--- src/rtl/midori64_round_key_sched.sv ---
// Midori64 round-key scheduler: latches WK/MK0/MK1 on start and streams
// WK, RK_0..RK_14, WK over a valid/next handshake, one key per accepted step.
module midori64_round_key_sched (
  input  logic        clk,
  input  logic        rst,
  input  logic        start,
  input  logic [63:0] wk_in,
  input  logic [63:0] mk0_in,
  input  logic [63:0] mk1_in,
  input  logic        next,
  output logic [63:0] key_out,
  output logic        key_valid,
  output logic [4:0]  step,
  output logic        is_whiten,
  output logic        busy,
  output logic        done
);

  typedef enum logic [0:0] {StIdle, StRun} state_e;

  localparam logic [4:0] LastStep = 5'd16;

  state_e      state_q, state_d;
  logic [63:0] wk_q, wk_d;
  logic [63:0] mk0_q, mk0_d;
  logic [63:0] mk1_q, mk1_d;
  logic [63:0] key_q, key_d;
  logic [4:0]  step_q, step_d;
  logic        done_q, done_d;
  logic [63:0] rk;

  function automatic logic [15:0] alpha(input logic [3:0] idx);
    logic [15:0] c;
    case (idx)
      4'd0:    c = 16'h15B3;
      4'd1:    c = 16'h78C0;
      4'd2:    c = 16'hA435;
      4'd3:    c = 16'h6213;
      4'd4:    c = 16'h104F;
      4'd5:    c = 16'hD170;
      4'd6:    c = 16'h0266;
      4'd7:    c = 16'h0BCC;
      4'd8:    c = 16'h9481;
      4'd9:    c = 16'h40B8;
      4'd10:   c = 16'h7197;
      4'd11:   c = 16'h228E;
      4'd12:   c = 16'h5130;
      4'd13:   c = 16'hF8CA;
      4'd14:   c = 16'hDF90;
      default: c = 16'h0000;
    endcase
    return c;
  endfunction

  // Constant bit 15-k lands in the LSB of nibble k (nibble 0 is the top nibble).
  function automatic logic [63:0] expand(input logic [15:0] c);
    logic [63:0] r;
    r = '0;
    for (int k = 0; k < 16; k++) begin
      r[60 - 4 * k] = c[15 - k];
    end
    return r;
  endfunction

  // Key for step step_q+1 when step_q is 0..14, i.e. RK_i with i = step_q.
  assign rk = (step_q[0] ? mk1_q : mk0_q) ^ expand(alpha(step_q[3:0]));

  always_comb begin
    state_d = state_q;
    wk_d    = wk_q;
    mk0_d   = mk0_q;
    mk1_d   = mk1_q;
    key_d   = key_q;
    step_d  = step_q;
    done_d  = 1'b0;
    case (state_q)
      StIdle: begin
        if (start) begin
          wk_d    = wk_in;
          mk0_d   = mk0_in;
          mk1_d   = mk1_in;
          key_d   = wk_in;
          step_d  = 5'd0;
          state_d = StRun;
        end
      end
      StRun: begin
        if (next) begin
          if (step_q == LastStep) begin
            state_d = StIdle;
            done_d  = 1'b1;
          end else begin
            step_d = step_q + 5'd1;
            key_d  = (step_q == 5'd15) ? wk_q : rk;
          end
        end
      end
      default: state_d = StIdle;
    endcase
  end

  always_ff @(posedge clk or posedge rst) begin
    if (rst) begin
      state_q <= StIdle;
      wk_q    <= '0;
      mk0_q   <= '0;
      mk1_q   <= '0;
      key_q   <= '0;
      step_q  <= '0;
      done_q  <= 1'b0;
    end else begin
      state_q <= state_d;
      wk_q    <= wk_d;
      mk0_q   <= mk0_d;
      mk1_q   <= mk1_d;
      key_q   <= key_d;
      step_q  <= step_d;
      done_q  <= done_d;
    end
  end

  assign key_out   = key_q;
  assign key_valid = (state_q == StRun);
  assign busy      = key_valid;
  assign step      = step_q;
  assign is_whiten = key_valid && ((step_q == 5'd0) || (step_q == LastStep));
  assign done      = done_q;

endmodule

--- config.mk ---
export PLATFORM = sky130hd
export DESIGN_NAME = midori64_round_key_sched
export DESIGN_NICKNAME = d
export VERILOG_FILES = /design/src/rtl/midori64_round_key_sched.sv
export SDC_FILE = /design/constraint.sdc
export NUM_CORES = 1
export LEC_CHECK = 0
export BUFFER_PORTS_ARGS = -buffer_cell sky130_fd_sc_hd__buf_2
export CORE_ASPECT_RATIO = 1.75
export CORE_MARGIN = 2
export CORE_UTILIZATION = 52
export CTS_CLUSTER_SIZE = 8
export DETAILED_ROUTE_END_ITERATION = 6
export GPL_TIMING_DRIVEN = 0
export PLACE_DENSITY_LB_ADDON = 0.15
export RECOVER_POWER = 50
export SLEW_MARGIN = 15
export SYNTH_ARGS = -nofsm -noshare
export SYNTH_HDL_FRONTEND = slang
export SYNTH_SLANG_ARGS = --single-unit
--- constraint.sdc ---
create_clock -name clk -period 10.2 [get_ports clk]
set_input_delay 0.51 -clock clk [delete_from_list [all_inputs] [get_ports clk]]
set_output_delay 0.51 -clock clk [all_outputs]
set_load 0.02 [all_outputs]
==> results of run 1 <==
[metal layers]
layer  GRT usage  vias to the layer above  routed length, um
li1            -                     5061                  -
met1      0.3906                     5191              14920
met2      0.5433                      463              19770
met3     0.04553                       99               2618
met4      0.1399                        2               1496
met5           0                        -                 13
[cell type report]
| cell class | instances | area share |
|---|---|---|
| Clock buffer | 40 | 0.06590 |
| Timing Repair Buffer | 271 | 0.08854 |
| Inverter | 7 | 0.001852 |
| Clock inverter | 1 | 0.0005891 |
| Tap cell | 304 | 0.02558 |
| Buffer | 90 | 0.02575 |
| Antenna cell | 2 | 0.0003366 |
| Multi-Input combinational cell | 1005 | 0.3488 |
| Sequential cell | 263 | 0.4427 |
[cells in the final DEF (no fill, tap or decap), types with 5 or more instances in the layout]
cell type  count
a21oi_1       24
a22oi_1       13
buf_1         13
buf_2        214
clkbuf_1     127
clkbuf_16     39
dfrtp_1      263
ha_1           8
inv_1          6
mux2_2        31
mux2i_1       78
nand2_1      644
nand3_1       14
nor2_1        25
o211ai_1      47
o21ai_0       65
o21ai_1        7
xnor2_1       11
xor2_1         5
[worst reg2reg max path, stage by stage, from the launching register on]
cell      delay [ns]
dfrtp_1         0.44
buf_2           0.30
clkbuf_1        0.40
and3_1          0.24
ha_1            0.14
buf_2           0.17
clkbuf_1        0.58
clkbuf_1        0.67
nor2_1          0.13
a21oi_1         0.16
o211ai_1        0.09
[power groups by stage]
stage	registers, uW	clock network, uW	logic, uW
finish	1840	1100	1750
floorplan	1920	0	1130
global route	1890	1160	1950
global placement	1820	0	1720
detailed placement	1830	0	1770
CTS	1820	1110	1790
[synthesized netlist by cell type (2+ instances only)]
master | n | area [sq um]
nor2_2 | 3 | 18.77
buf_1 | 13 | 48.80
nor2b_1 | 4 | 25.02
a22oi_1 | 13 | 97.59
nand3_1 | 14 | 70.07
inv_1 | 7 | 26.28
nand2b_1 | 2 | 12.51
ha_1 | 8 | 100.1
nor3_1 | 3 | 15.01
and3_1 | 3 | 18.77
xnor2_1 | 11 | 96.34
nand2_1 | 644 | 2417
mux4_2 | 4 | 90.09
o21ai_0 | 65 | 325.3
dfrtp_1 | 263 | 6581
mux2i_1 | 78 | 780.8
nor2_1 | 25 | 93.84
xor2_1 | 5 | 43.79
mux2_2 | 31 | 349.1
buf_4 | 4 | 30.03
o211ai_1 | 47 | 352.8
or2_2 | 2 | 12.51
a222oi_1 | 2 | 20.02
clkbuf_1 | 53 | 198.9
buf_2 | 19 | 95.09
a21oi_1 | 24 | 120.1
o21ai_1 | 7 | 35.03
[how the worst max path moves through the flow]
stage / from / end / slack [ns]
finish: step[3] / key_out[33] / 6.71
global route: step[3] / key_out[38] / 6.55
CTS: step[3] / key_out[39] / 6.76
detailed placement: step[3] / key_out[5] / 6.80
global placement: rst / mk0_q[35] / -0.45
floorplan: rst / busy / 2.45
[state kept, by name (all words and copies together), names as in the netlist]
name / count
key_out: 64
busy: 1
done: 1
wk_q: 64
mk0_q: 64
step: 5
mk1_q: 64
[through the flow]
step / area [sq um] / setup slack (ns) / power (uW) / cells / hold slack [ns]
floorplan: 12180 / 2.450 / 3043 / 1365 / 0.4401
global placement: 13900 / -0.4481 / 3538 / 1937 / 0.4528
detailed placement: 13960 / 6.800 / 3609 / 1939 / 0.4570
CTS: 14960 / 6.765 / 4729 / 1981 / 0.1695
global route: 14870 / 6.550 / 4997 / 1983 / 0.1945
finish: 14870 / 6.713 / 4692 / 1983 / 0.1832
[cell families (layout without fill, tap and decap cells)]
family,count (synthesis),after routing,synth area share
AOI/OAI and AO/OA,161,161,0.08005
xor gates and xnor gates,16,16,0.01151
adders and majority gates,9,9,0.009043
buffers and inverters,97,409,0.03370
DFF,263,263,0.5405
muxes,113,113,0.1002
other,0,2,0
and+or+nand+nor,706,706,0.2250
[repair_timing]
| item | in CTS | in global routing |
|---|---|---|
| endpoints found under the hold margin | 37 | 0 |
| resized for setup | 0 | 0 |
| hold buffers | 1 | 0 |
| setup endpoints to repair | 0 | 0 |
==> results.toml, run 1 <==
[floorplanning]
initial_core_util = 0.5261
dieHeight_um = 206.4
coreArea_sq_um = 23150
die_x_um = 119.7
rows = 74
die-area_sq_um = 24710
io_pins = 269

[critical_path]
crit_family = "buffers and inverters"
ff2ff_path_depth = 10
critPathKind = "flip-flop to flip-flop"
r2r-start = "step[3]"
cp.depth = 10
crit_top_cell = "clkbuf_1"
crit_chain = "buf_2 > clkbuf_1 > and3_1 > ha_1 > buf_2 > clkbuf_1 > clkbuf_1 > nor2_1 > a21oi_1 > o211ai_1"
timing.rr.end = "key_out[33]"
slowest_delay_ns = 0.67
crit_fanout = 10
slowest_stage = "clkbuf_1"
worstPathRequired_ns = 10.55
crit_path_start_kind = "flip-flop"
cp_data_arrival_time_ns = 3.84
crit_path_end_kind = "flip-flop"
reg2reg_slack_ns = 6.71
crit_buf_inv = 5

[clocking]
cts-root-buf = "clkbuf_16"
cts_made_buffers = 38
clk_pin_slew_ns = 0.05
tritoncts = "yes"
clock-sinks = 263
htreeDepth = 2
insertion_delay_ns = 0.51
post_cts_buffers = 0
clock_path_buffers = 3

[timing]
period_share = 0.3419
rsz0062_at_grt = "no"
worstMarginPinSlew_ns = 2.035
finalSetupViolCount = 0
fmax_mhz = 286.8
skew_ns = 0.01966
slew_violations = 44
finalSetupTns_ns = 0
max_slew_margin = -0.3641
finalHoldViolations = 0
layout_min_cycle_time_ns = 3.487

[pwr]
ir_worst_vdd_mv = 0.1681
p_per_area_nw_per_um2 = 315.6
power_switching_uw = 1773
clkPwrFrac = 0.235
power_frac_seq = 0.392
pwr-share-comb = 0.373
sw_frac_of_total = 0.3779
p_leak_uw = 0.007582
internal_power_uw = 2919

[synthesis]
ys_warn_count = 0
synth_top_flop_cell = "dfrtp_1"
netlist-cell-type-count = 38
synth_nets = 1569
synth_edf_count = 0
seq_area_frac_synth = 0.5405
ys_seq_elements = 263
syn_area_sq_um = 12180
syn_inst = 1365
synth-async-reset-ratio = 1.000
syn_area_per_cell_sq_um = 8.921

[hold_path]
worst_hold_path_type = "input pin to flip-flop"
worstHoldStart = "mk1_in[55]"
min_to = "mk1_q[55]"
min_path_cells = 3

[layout]
fin_util = 0.6423
seq_area_sq_um = 6581
n_fill_cell = 2054
drive_gt1_frac = 0.1807
area_growth_pct = 22.09
nets = 1880
multi_input_area_sq_um = 5185

[global_routing]
grt_pass1_wl_um = 59310
grt_pass1_vias = 11017
track_usage = 0.3141
grt_max_degree = 113
gr-total-overflow = 0
antenna_found_initial = 3

[drt]
ant_nets = 0
num_vias = 10816
remaining_drc_errors = 0
routed_wl_um = 38820
dr.pass1.iters = 5
wl_per_cell_um = 19.58
drt_iter0_markers = 823
viasPerCell = 5.454

[placed_design]
place.gp.congestion = 0.9270
dp_hpwl_um = 27300
io_buffer_count = 268

[status]
status = "finished with violations"
violations = "capacitance limit, slew limit"

[run]
maxCapViolations = 1
Power figures use the tool's default switching activity.
==> run 2: changes to the inputs <==
--- a/config.mk
+++ b/config.mk
@@ -5,6 +5,7 @@
 export SDC_FILE = /design/constraint.sdc
 export NUM_CORES = 1
 export LEC_CHECK = 0
+export ABC_AREA = 1
 export BUFFER_PORTS_ARGS = -buffer_cell sky130_fd_sc_hd__buf_2
 export CORE_ASPECT_RATIO = 1.75
 export CORE_MARGIN = 2
==> constraint.sdc (replaced) <==
create_clock -name clk -period 3.4 [get_ports clk]
set_input_delay 0.17 -clock clk [delete_from_list [all_inputs] [get_ports clk]]
set_output_delay 0.17 -clock clk [all_outputs]
set_load 0.02 [all_outputs]
==> results.toml, run 2 <==
[critical_path]
r2r-start = "step[0]"
crit_path_start_kind = "flip-flop"
critPathKind = "flip-flop to output pin"
timing.rr.end = "key_out[58]"
ff2ff_path_depth = 11
crit_fanout = 12
crit_path_end_kind = "output pin"
cp_data_arrival_time_ns = 2.76
worstPathRequired_ns = 3.23
reg2reg_slack_ns = 0.59

[synthesis]
netlist-cell-type-count = 24
synth_xor_area_frac = 0.0007042
synth_top_flop_cell = "dfrtp_1"
synth_edf_count = 0
synth_top_family_by_area = "simple AND/OR/NAND/NOR gates"
yosysMostFrequentCell = "nand2_1"
ys_seq_elements = 263
synth.largest_area_cell = "dfrtp_1"
synth_top_area_share = 0.5291
yosys.area_share.simple = 0.2678
synth_nets = 1806
synth-async-reset-ratio = 1.000
synth_compound_area_frac = 0.1057
ys_warn_count = 0
synth_adder_area_share = 0.008047
synthTopCellsByCount = "716 x nand2_1, 263 x dfrtp_1, 142 x o21ai_0"
syn_area_per_cell_sq_um = 7.764
syn_area_sq_um = 12440
synth_mux_area_frac = 0
seq_area_frac_synth = 0.5291
syn_inst = 1602
synth_area_leaders = "dfrtp_1 53%, nand2_1 22%, o21ai_0 5.7%, nand3_1 4.3%, inv_1 4.2%"

[global_routing]
gr-total-overflow = 0
antenna_found_initial = 3
track_usage = 0.3706
grt_max_degree = 36
grt_pass1_vias = 13837
grt_pass1_wl_um = 72240

[floorplanning]
rows = 74
initial_core_util = 0.5310
die-area_sq_um = 25220
die_x_um = 120.9
dieHeight_um = 208.6
coreArea_sq_um = 23430
io_pins = 269

[timing]
skew_ns = 0.01367
finalSetupViolCount = 0
max_slew_margin = -0.2358
layout_min_cycle_time_ns = 2.925
finalHoldViolations = 0
rsz0062_at_grt = "no"
fmax_mhz = 341.9
slew_violations = 32
whs_ns = 0.2192
period_share = 0.8603
worstMarginPinSlew_ns = 1.854

[clocking]
cts_made_buffers = 38
post_cts_resized = 0
htreeDepth = 2
post_cts_buffers = 0
tritoncts = "yes"
cts-root-buf = "clkbuf_16"
clk_pin_slew_ns = 0.05
cts-hold-fix-buffers = 195
clock_path_buffers = 3
insertion_delay_ns = 0.53
clock-sinks = 263

[drt]
dr.pass1.iters = 7
drt_iter0_markers = 1019
num_vias = 13111
wl_per_cell_um = 19.09
remaining_drc_errors = 9
ant_nets = 0
viasPerCell = 5.411
routed_wl_um = 46260

[status]
violations = "DRC, capacitance limit, slew limit"
status = "finished with violations"

[layout]
nets = 2318
final_cell_mix = "716 x nand2_1, 263 x dfrtp_1, 261 x buf_2, 195 x dlygate4sd3_1, 142 x o21ai_0"
n_fill_cell = 1754
area_growth_pct = 37.78
stdcell_area_sq_um = 17140
drive_gt1_frac = 0.1607
mostFrequentLayoutCell = "nand2_1"

[pwr]
p_leak_uw = 0.009144
p_per_area_nw_per_um2 = 840.0
ir_worst_vdd_mv = 0.5484
power_uw = 14400

[placed_design]
place.gp.congestion = 0.9443
dp_hpwl_um = 30770
placed_cell_area_sq_um = 14370
io_buffer_count = 268

[hold_path]
worst_hold_path_type = "input pin to asynchronous set/reset pin"

[run]
maxCapViolations = 1
==> run 2: critical path: stages, from the launching register on <==
cell and delay (ns):
dfrtp_1 0.52, inv_2 0.16, buf_2 0.29, buf_2 0.39
ha_1 0.27, nand2_1 0.10, nor3_1 0.25, buf_2 0.23
==> run 2: power by group <==
group          switching, uW  internal, uW  leakage [uW]
clock                   1350          2020      0.000496
combinational           3760          1970       0.00541
sequential               750          4540       0.00324
total                   5860          8530       0.00914
==> run 2: cell families (layout without fill, tap and decap cells) <==
logic type      count (synthesis)  in the layout
simple gates                  843            843
flops                         263            263
buf+inv                       247            761
compound gates                240            240
fa+ha+maj                       8              8
xor+xnor                        1              1
other cells                     0              3
==> run 2: through the flow <==
step / TNS (ns) / instances / setup WS [ns] / utilization
after floorplan: -63.00 / 1602 / -0.2395 / -
after global placement: -458.35 / 2174 / -1.782 / 0.6046
after detailed placement: 0 / 2183 / 0.6581 / 0.6133
after CTS: 0 / 2420 / 0.5086 / 0.7397
after global routing: 0 / 2423 / 0.2490 / 0.7316
final: 0 / 2423 / 0.4750 / 0.7316
==> run 2: how the worst max path moves through the flow <==
stage,from,end,cells after the start
2_1_floorplan,rst,busy,1
5_1_grt,rst,mk1_q[19],5
3_3_place_gp,rst,wk_q[63],2
3_5_place_dp,step[0],key_out[24],11
4_1_cts,step[0],is_whiten,7
6_report,step[0],is_whiten,7
==> run 2: metal layers <==
layer / GRT usage / wire [um]
met5: 0 / 0
met2: 0.6536 / 23700
met3: 0.06277 / 2995
met1: 0.4024 / 16310
met4: 0.2410 / 3254
==> run 2: final cells by class <==
type / instances / area [sq um] / area share
antenna: 3 / 7.507 / 0.0004381
buffer: 98 / 535.5 / 0.03125
clock buffer: 40 / 979.7 / 0.05717
clock inverter: 2 / 28.78 / 0.001679
inverter: 149 / 568.0 / 0.03315
multi-input combinational: 1092 / 4755 / 0.2774
sequential: 263 / 6581 / 0.3840
tap: 304 / 380.4 / 0.02219
timing repair buffer: 472 / 3302 / 0.1927
==> run 3: changes to the inputs <==
--- a/config.mk
+++ b/config.mk
@@ -13,7 +13,7 @@
 export CTS_CLUSTER_SIZE = 8
 export DETAILED_ROUTE_END_ITERATION = 6
 export GPL_TIMING_DRIVEN = 0
-export PLACE_DENSITY_LB_ADDON = 0.15
+export PLACE_DENSITY = 0.86
 export RECOVER_POWER = 50
 export SLEW_MARGIN = 15
 export SYNTH_ARGS = -nofsm -noshare
==> results.toml, run 3 (synthesized netlist as in run 2, its figures left out) <==
[floorplanning]
rows = 74
die-area_sq_um = 25220
dieHeight_um = 208.6
die_x_um = 120.9
io_pins = 269
coreArea_sq_um = 23430
initial_core_util = 0.5310

[global_routing]
antenna_found_initial = 8
grt_pass1_vias = 15174
track_usage = 0.4341
grt_max_degree = 39
gr-total-overflow = 0
grt_pass1_wl_um = 82570

[timing]
period_share = 0.8945
finalSetupViolCount = 0
finalHoldViolations = 0
slew_violations = 28
fmax_mhz = 328.8
skew_ns = 0.02138
rsz0062_at_grt = "no"
max_slew_margin = -0.007761
layout_min_cycle_time_ns = 3.041
finalSetupTns_ns = 0
whs_ns = 0.3954
worstMarginPinSlew_ns = 1.503

[placed_design]
placed_cell_area_sq_um = 14300
dp_hpwl_um = 30950
io_buffer_count = 268
place.gp.congestion = 0.9364

[drt]
remaining_drc_errors = 0
num_vias = 14203
ant_nets = 0
dr.pass1.iters = 7
drt_iter0_markers = 1664
viasPerCell = 5.857
routed_wl_um = 54010
wl_per_cell_um = 22.27

[clocking]
post_cts_buffers = 0
cts-root-buf = "clkbuf_16"
clk_pin_slew_ns = 0.06
tritoncts = "yes"
cts_made_buffers = 38
clock_path_buffers = 3
insertion_delay_ns = 0.52
htreeDepth = 2
clock-sinks = 263

[hold_path]
worst_hold_path_type = "input pin to flip-flop"
min_path_cells = 4

[layout]
n_fill_cell = 1605
drive_gt1_frac = 0.1542
stdcell_area_sq_um = 17130
final_cell_mix = "717 x nand2_1, 263 x dfrtp_1, 251 x buf_2, 195 x dlygate4sd3_1, 149 x o21ai_0"
area_growth_pct = 37.75
nets = 2316
mostFrequentLayoutCell = "nand2_1"

[critical_path]
ff2ff_path_depth = 8
crit_path_start_kind = "flip-flop"
worstPathRequired_ns = 3.75
cp_data_arrival_time_ns = 3.39
crit_path_start = "busy"
cp-endpoint = "mk0_q[39]"
reg2reg_slack_ns = 0.36
crit_path_end_kind = "flip-flop"
r2r-start = "busy"
crit_fanout = 10
slowest_delay_ns = 0.62
crit_top_cell = "clkbuf_1"
crit_chain = "clkbuf_1 > clkinvlp_2 > nand2_1 > buf_6 > inv_4 > clkbuf_1 > clkbuf_1 > o21ai_0"
critPathKind = "flip-flop to flip-flop"
timing.rr.end = "mk0_q[39]"
slowest_stage = "o21ai_0"

[pwr]
clkPwrFrac = 0.231
p_leak_uw = 0.009106
p_per_area_nw_per_um2 = 862.1
power_frac_seq = 0.366
sw_frac_of_total = 0.4230
ir_worst_vdd_mv = 0.5853
pwr-share-comb = 0.403
power_switching_uw = 6249
internal_power_uw = 8523

[run]
maxCapViolations = 1

[status]
violations = "capacitance limit, slew limit"
status = "finished with violations"
[run 3: cell count changes in the layout (fill, tap and decap cells not counted), sizes merged]
cell / change
buf: -12
diode: +4
clkinv: +2
inv: -3
clkbuf: +9
dlymetal6s2s: +1
clkinvlp: +1
[run 3: power by group through the flow]
stage / Combinational (uW) / Clock (uW) / Sequential, uW
finish: 5950 / 3420 / 5400
global route: 6580 / 3520 / 5490
CTS: 5740 / 3350 / 5260
detailed placement: 5490 / 0 / 5280
global placement: 5310 / 0 / 5250
floorplan: 3360 / 0 / 5540
[run 3: timing repair]
action                                 in CTS  in global routing
endpoints found under the hold margin     255                  0
resized for setup                           0                  0
hold buffers                              195                  0
[run 3: critical path: cells and delay by family (launching register included)]
family,cells,cell delay [ns]
AOI/OAI and AO/OA,1,0.62
DFF,1,0.39
buffers and inverters,6,1.67
and+or+nand+nor,1,0.20
[run 3: worst min path at each step]
stage | start | endpoint | slack, ns
2_1_floorplan | mk0_in[0] | mk0_q[0] | 0.28
3_5_place_dp | rst | key_out[50] | 0.28
5_1_grt | mk1_in[43] | mk1_q[43] | 0.42
4_1_cts | rst | key_out[50] | 0.30
6_report | mk1_in[61] | mk1_q[61] | 0.40
3_3_place_gp | mk1_in[60] | mk1_q[60] | 0.37
[run 3: cell type report]
| class | count | area, sq um | area share |
|---|---|---|---|
| clock inverters | 2 | 32.53 | 0.001899 |
| inverters | 149 | 566.8 | 0.03308 |
| clock buffers | 40 | 979.7 | 0.05718 |
| well taps | 304 | 380.4 | 0.02220 |
| plain buffers | 98 | 503.0 | 0.02936 |
| repair buffers | 470 | 3321 | 0.1938 |
| diodes | 7 | 17.52 | 0.001022 |
| multi-input cells | 1092 | 4752 | 0.2773 |
| flip-flops and latches | 263 | 6581 | 0.3841 |
[run 3: stage by stage]
step / setup WS (ns) / total power [uW] / utilization / std cells
6_report: 0.3588 / 14770 / 0.7314 / 2425
5_1_grt: 0.1853 / 15590 / 0.7313 / 2424
4_1_cts: 0.5127 / 14350 / 0.7372 / 2418
3_5_place_dp: 0.6603 / 10770 / 0.6106 / 2181
3_3_place_gp: -1.667 / 10560 / 0.6046 / 2174
2_1_floorplan: -0.2395 / 8897 / - / 1602
[run 3: metal layers]
| metal | GRT usage | up-vias | share of wire |
|---|---|---|---|
| met5 | 0 | - | 0.00033 |
| met4 | 0.3905 | 4 | 0.11 |
| met3 | 0.1154 | 413 | 0.10 |
| met2 | 0.7135 | 1182 | 0.48 |
| met1 | 0.4433 | 6573 | 0.31 |
| li1 | - | 6031 | - |
